`src/rtl/mcfu_issue_port.sv`:
```
`default_nettype none
// ============================================================================
// Module   : mcfu_issue_port
// Purpose  : Issue-side driver for one multi-cycle execution unit port
//            (FDIV / FSQRT / integer DIV). Buffers up to DEPTH selected uops
//            and presents the oldest to the unit. It holds that uop until the
//            unit signals completion. Branch kill, branch-resolve mask
//            clearing and pipeline flush are applied to every buffered uop.
// Ports    : clk, rst (sync, active-high), Flush
//            Kill_Enable / Kill_VKillMask       - mispredict kill strobe
//            Resolve_Enable / Resolve_Mask      - speculation bits to clear
//            Sel_Valid / Sel_S2E / Sel_Ready    - scheduler enqueue side
//            Port_Valid / Port_S2E / Ready      - execution unit side
//            Perf_BusyCycles / Perf_Issued      - 64-bit perf counters
// Config   : MCFU_ISSUE_PERF_EN - when defined, the perf counters are
//            implemented. When undefined, both perf outputs are tied to 0.
// Revision : 1.0 - initial release
// ============================================================================
module mcfu_issue_port #(
    parameter int DEPTH                 = 2,
    parameter int SPEC_STATES           = 4,
    parameter int PORT_S2E_LEN          = 32,
    parameter int PORT_S2E_KILLMASK_LSB = 0
) (
    input  logic                    clk,
    input  logic                    rst,
    input  logic                    Flush,
    input  logic                    Kill_Enable,
    input  logic [SPEC_STATES-1:0]  Kill_VKillMask,
    input  logic                    Resolve_Enable,
    input  logic [SPEC_STATES-1:0]  Resolve_Mask,
    input  logic                    Sel_Valid,
    input  logic [PORT_S2E_LEN-1:0] Sel_S2E,
    output logic                    Sel_Ready,
    output logic                    Port_Valid,
    output logic [PORT_S2E_LEN-1:0] Port_S2E,
    input  logic                    Ready,
    output logic [63:0]             Perf_BusyCycles,
    output logic [63:0]             Perf_Issued
);

    localparam int OCC_W = $clog2(DEPTH + 1);

    // Entries are kept packed: slot 0 is always the head, so kill compaction
    // and retirement both reduce to a shift toward slot 0.
    logic [DEPTH-1:0]        valid_q, valid_d;
    logic [PORT_S2E_LEN-1:0] payload_q [DEPTH];
    logic [PORT_S2E_LEN-1:0] payload_d [DEPTH];
    logic [OCC_W-1:0]        occ_q, occ_d;

    logic w_head_kill;
    logic w_retire;
    logic w_enq;
    logic w_in_killed;

    function automatic logic [SPEC_STATES-1:0] f_km(input logic [PORT_S2E_LEN-1:0] p);
        return p[PORT_S2E_KILLMASK_LSB +: SPEC_STATES];
    endfunction

    function automatic logic [PORT_S2E_LEN-1:0] f_resolve(
        input logic [PORT_S2E_LEN-1:0] p,
        input logic                    en,
        input logic [SPEC_STATES-1:0]  m
    );
        logic [PORT_S2E_LEN-1:0] r;
        r = p;
        if (en) begin
            r[PORT_S2E_KILLMASK_LSB +: SPEC_STATES] = f_km(p) & ~m;
        end
        return r;
    endfunction

    // Sel_Ready depends on registered occupancy only; no path from Ready.
    assign Sel_Ready   = (occ_q < OCC_W'(DEPTH));
    assign Port_Valid  = valid_q[0];
    assign Port_S2E    = valid_q[0] ? payload_q[0] : '0;

    // Kill is judged on the pre-resolve masks.
    assign w_head_kill = Kill_Enable && (|(f_km(payload_q[0]) & Kill_VKillMask));
    assign w_retire    = valid_q[0] && Ready && !w_head_kill && !Flush;
    assign w_enq       = Sel_Valid && Sel_Ready;
    assign w_in_killed = Kill_Enable && (|(f_km(Sel_S2E) & Kill_VKillMask));

    always_comb begin
        logic             keep;
        logic [OCC_W-1:0] n;
        valid_d = '0;
        for (int j = 0; j < DEPTH; j++) begin
            payload_d[j] = '0;
        end
        n    = '0;
        keep = 1'b0;

        // Survivors move to the lowest free slot, preserving age order.
        for (int i = 0; i < DEPTH; i++) begin
            keep = valid_q[i]
                && !(Kill_Enable && (|(f_km(payload_q[i]) & Kill_VKillMask)))
                && !((i == 0) && w_retire);
            if (keep) begin
                for (int j = 0; j < DEPTH; j++) begin
                    if (OCC_W'(j) == n) begin
                        valid_d[j]   = 1'b1;
                        payload_d[j] = f_resolve(payload_q[i], Resolve_Enable, Resolve_Mask);
                    end
                end
                n = n + 1'b1;
            end
        end

        // A full buffer never enqueues (Sel_Ready=0), so slot n always exists.
        if (w_enq && !w_in_killed) begin
            for (int j = 0; j < DEPTH; j++) begin
                if (OCC_W'(j) == n) begin
                    valid_d[j]   = 1'b1;
                    payload_d[j] = f_resolve(Sel_S2E, Resolve_Enable, Resolve_Mask);
                end
            end
            n = n + 1'b1;
        end
        occ_d = n;

        if (Flush) begin
            valid_d = '0;
            occ_d   = '0;
            for (int j = 0; j < DEPTH; j++) begin
                payload_d[j] = '0;
            end
        end
    end

    always_ff @(posedge clk) begin
        if (rst) begin
            valid_q <= '0;
            occ_q   <= '0;
            for (int j = 0; j < DEPTH; j++) begin
                payload_q[j] <= '0;
            end
        end else begin
            valid_q <= valid_d;
            occ_q   <= occ_d;
            for (int j = 0; j < DEPTH; j++) begin
                payload_q[j] <= payload_d[j];
            end
        end
    end

`ifdef MCFU_ISSUE_PERF_EN
    // Cleared by rst only; Flush leaves history intact.
    logic [63:0] busy_q, busy_d;
    logic [63:0] issued_q, issued_d;

    always_comb begin
        busy_d   = busy_q + {63'd0, valid_q[0]};
        issued_d = issued_q + {63'd0, w_retire};
    end

    always_ff @(posedge clk) begin
        if (rst) begin
            busy_q   <= '0;
            issued_q <= '0;
        end else begin
            busy_q   <= busy_d;
            issued_q <= issued_d;
        end
    end

    assign Perf_BusyCycles = busy_q;
    assign Perf_Issued     = issued_q;
`else
    assign Perf_BusyCycles = 64'd0;
    assign Perf_Issued     = 64'd0;
`endif

endmodule
`default_nettype wire

```
`config.mk`:
```
export PLATFORM = sky130hd
export DESIGN_NAME = mcfu_issue_port
export DESIGN_NICKNAME = d
export VERILOG_FILES = /design/src/rtl/mcfu_issue_port.sv
export SDC_FILE = /design/constraint.sdc
export NUM_CORES = 1
export LEC_CHECK = 0
export BUFFER_PORTS_ARGS = -buffer_cell sky130_fd_sc_hd__buf_4
export CORE_MARGIN = 4
export CORE_UTILIZATION = 49
export DETAILED_ROUTE_END_ITERATION = 10
export HOLD_SLACK_MARGIN = 0.12
export PLACE_DENSITY = 0.95
export SYNTH_ARGS = -nofsm -noshare
export SYNTH_HDL_FRONTEND = slang
export SYNTH_SLANG_ARGS = --single-unit
```
`constraint.sdc`:
```
create_clock -name clk -period 5.99 [get_ports clk]
set_clock_uncertainty 0.15 [all_clocks]
set_input_delay 0.2995 -clock clk [delete_from_list [all_inputs] [get_ports clk]]
set_output_delay 0.2995 -clock clk [all_outputs]
set_load 0.01 [all_outputs]
```
== Word-level counts from Yosys, hierarchy flattened ==
Memory sizes are Yosys's and may differ from the RTL's.
Cells that the tools add are included.
Storage, ports and cells
  register bits after elaboration: 4
  memory bits (writable): 64
  output and inout port bits: 162
  word-level logic and storage cells: 66
  memories kept: 1
Memories
  payload_q: words 2, width 32, read ports 2, clocked after memory_dff 0, write ports 2, line 47  | logic [PORT_S2E_LEN-1:0] payload_q [DEPTH];
Cells by class
  $add $sub $neg: 2
  order comparisons: 1
  equality and inequality tests: 2
  mux-type cells: 27
  bitwise gates (word level): 9
  reduce and logical (&&, ||, !) cells: 22
Operators by type and width (number)
  32-bit 2-to-1 mux: 8
  64-bit 2-to-1 mux: 3
  4-bit bitwise AND: 6
  4-bit 2-to-1 mux: 3
  4-bit OR reduction: 3
  1-bit logical AND: 11
  1-bit 2-to-1 mux: 9
  2-bit 2-to-1 mux: 4
  1-bit logical NOT: 5
  2-bit by 1-bit adder with 2-bit output (second input constant): 2
  1-bit by 2-bit equality test with 1-bit output (first input constant): 2
  2-bit logical NOT: 2
  4-bit NOT: 1
  2-bit less-than comparator (second input constant): 1
  1-bit OR: 2
  2-bit OR reduction: 1

== Logic depth before layout (Yosys ltp) ==
An unclocked memory read counts as a cell.
  depth in word-level cells: 17
  gate-level depth with buffers: 11
  depth with buffers taken out: 9

== Least setup slack after synthesis ==
No wires, ideal clock.
  kind: reg-to-reg
  from: mem payload_q[0][0]
  to: mem payload_q[0][19]
  arrival time: 1.957 ns
  required time: 5.705 ns
  slack: 3.748 ns
  stages on the path, launching flop included: 12
  path buffers: 2
  path through: dfxtp_1 a22o_1 o21a_1 nor2_2 inv_1 ha_1 nand2_1 nor3_1 buf_2 buf_2 a221oi_1 a211oi_1
RTL lines (line)
  start, declared: 47

==> summary.txt <==
Status
  • Status: completed

Timing
  • Fmax achieved: 287 MHz
  • Min cycle time layout: 3.48 ns
  • Slew @ Worst Pin: 1.09 ns
  • Final Slew Violations: 0
  • Final setup viols: 0
  • Setup TNS: 0 ns
  • RSZ-0062 raised after global routing: no
  • Final Hold Vio Count: 0
  • Setup slack after layout: 2.51 ns
  • Fin crit share: 58.1%
  • Slew HR: 27.3%

Worst setup path
  • Crit end category: register
  • Maximum net fanout on the critical path: 35
  • Worst EP arrival: 3.55 ns
  • CP Launch Type: register
  • Worst endpoint required time: 6.06 ns
  • Critical path class: register to register

Cells and area
  • Area of the multi-input gates: 1830 um^2
  • Area Growth Syn to Fin: 19.2%
  • Layout cells sized above 1: 20.1%
  • Nets@finish: 582
  • Antenna cell count: 0
  • Sequential standard cell area: 1320 um^2
  • Finished Layout Cells: 639
  • Fill count: 615
  • Final core occ: 59.8%

Floorplan
  • Die width: 96.9 um
  • Core footprint: 7730 um^2
  • Initial Util: 50.1%
  • Standard-cell rows: 32
  • Die height: 96.9 um
  • IO Count: 209
  • Die footprint: 9390 um^2

Routing
  • DRC viols: 0
  • DR WL/cell: 14.5 um
  • Vias post-DR: 3144
  • Met2 WL: 4.80 mm
  • Wl on met1: 3.51 mm
  • Initial detailed-routing violation count: 178
  • Max Used Layer: met4
  • DRT antenna net count: 0
  • Initial DRT Pass Iterations: 6
  • Via/cell ratio: 4.92
  • WL met3: 800 um
  • WL final: 9.28 mm

Clock tree
  • H-Tree Depth: 3
  • Clock sinks: 66
  • CTS tree: done
  • Hold_buf cts: 35
  • Clock buffer depth: 2
  • Resize count post-CTS: 0
  • Reg clk slew, reported paths: 0.07 ns
  • TritonCTS Buffers: 9
  • Clock root buffer: clkbuf_8
  • Post-CTS setup repair buffer count: 0
  • Clock latency on the worst-skew pair: 0.34 ns

Placed design
  • Hpwl dp: 6.34 mm
  • Dpl ws: 2.72 ns
  • RePlAce Congestion: 0.867
  • Placed Instances: 588
  • Port buffer count: 80

Logic synthesis
  • Synth Cell Area: 3870 um^2
  • Synth Instances: 429
  • Post-Syn Area per Cell: 9.03 um^2
  • Synth unique cells: 36
  • Sequential area share after synthesis: 34.1%
  • FF+latch count, synth: 66
  • Ys Warns: 0

Global route
  • Initial antenna violation count: 0
  • Vias in the first global route: 3020
  • GRT Util Overall: 18.7%
  • Largest net degree at the start of global routing: 57
  • Overflow after GRT: 0
  • First-pass GRT wire length: 14.7 mm

Power
  • Power Density: 228 nW/um^2
  • P_leak: 2.17 nW
  • Worst vdd ir: 0.169 mV

Run
  • Max cap viols: 0

Worst hold path
  • HP Class: input port to register
synthesized netlist by cell type (all sizes together):
master,instances,area share (%)
a311oi,2,0.90
nor4,1,0.55
a221oi,31,7.0
o21a,1,0.19
buf,145,27
o21ai,2,0.26
clkbuf,9,0.87
a211oi,28,5.4
a21boi,2,0.48
a21oi,6,0.77
inv,32,3.1
conb,1,0.097
or2,1,0.16
nand4,1,0.16
nor3,3,0.39
nand3,3,0.39
nand2,7,0.68
or3,1,0.16
a22oi,7,1.4
and2,33,5.3
a22o,30,6.8
nor2,7,0.74
nand2b,2,0.32
nor3b,1,0.19
ha,3,0.97
dfxtp,66,34
a2111oi,3,1.0
mux2i,1,0.26
placed cells by master, fill, tap and decap left out, types with 2 or more instances in the layout:
cell | synthesis | layout
a21oi_1 | 6 | 6
a211oi_1 | 28 | 28
a22o_1 | 30 | 30
dlygate4sd3_1 | 0 | 35
buf_4 | 132 | 84
nand3_1 | 3 | 3
nor2_1 | 6 | 6
nor3_2 | 0 | 2
nand2_1 | 7 | 7
dfxtp_1 | 66 | 66
a2111oi_2 | 2 | 2
clkbuf_8 | 0 | 9
a22oi_1 | 7 | 7
and2_1 | 33 | 33
inv_1 | 32 | 32
bufinv_16 | 0 | 3
ha_1 | 3 | 3
clkinvlp_4 | 0 | 2
nand2b_1 | 2 | 2
a221oi_1 | 31 | 31
conb_1 | 1 | 128
flip-flops by register name (all words and copies together) (netlist names):
| register | flops |
|---|---|
| payload_q | 64 |
| valid_q | 2 |
layout make-up:
cell class                 count  share of cell area (%)
clock inverter                 6                    2.46
tap                          102                    2.76
timing repair buffer         119                    21.2
inverter                      32                    2.60
multi-input combinational    304                    39.6
sequential                    66                    28.6
clock buffer                  10                    2.76
where the power goes:
| group | switching [mW] | internal, mW | total (mW) |
|---|---|---|---|
| Sequential | 0.00542 | 0.447 | 0.453 |
| Clock | 0.174 | 0.278 | 0.452 |
| Combinational | 0.0927 | 0.0562 | 0.149 |
| Total | 0.272 | 0.782 | 1.05 |
metal layers:
metal  vias up  track usage (%)
li1       1458                -
met1      1502             22.0
met2       166             32.4
met3        18             5.55
met4         0             6.05
met5         -                0
cells by family after synthesis:
group | share of synthesized area, %
buf+inv | 31.3
other cells | 0.0968
flops | 34.1
fa+ha+maj | 0.969
simple gates | 9.07
mux | 0.258
compound gates | 24.2
stage by stage:
stage / hold slack [ns] / power [mW] / area [um^2]
after floorplan: 0.241 / 0.609 / 4350
after global placement: 0.307 / 0.585 / 4030
after detailed placement: 0.309 / 0.589 / 4030
after CTS: 0.122 / 1.05 / 4620
after global routing: 0.166 / 1.09 / 4620
final: 0.129 / 1.05 / 4620
worst max-delay path, cell delays in order (launching register included):
cell	delay (ns)
dfxtp_1	1.04
nand2_1	0.30
nor2_2	0.36
inv_1	0.12
ha_1	0.25
nand2_1	0.09
nor3_1	0.07
a221oi_1	0.30
a2111oi_2	0.08
dlygate4sd3_1	0.60
final timing paths:
path	from	endpoint	slack, ns	depth (start not counted)
max reg2reg	valid_q[0]$_SDFF_PP0_	payload_q[0][3]$_SDFF_PP0_	2.51	9
min	Sel_S2E[3]	payload_q[0][35]$_SDFF_PP0_	0.13	3
max	valid_q[0]$_SDFF_PP0_	payload_q[0][3]$_SDFF_PP0_	2.51	9
min reg2reg	payload_q[0][63]$_SDFF_PP0_	payload_q[0][63]$_SDFF_PP0_	0.33	1
(Power assumes the default switching activity.)
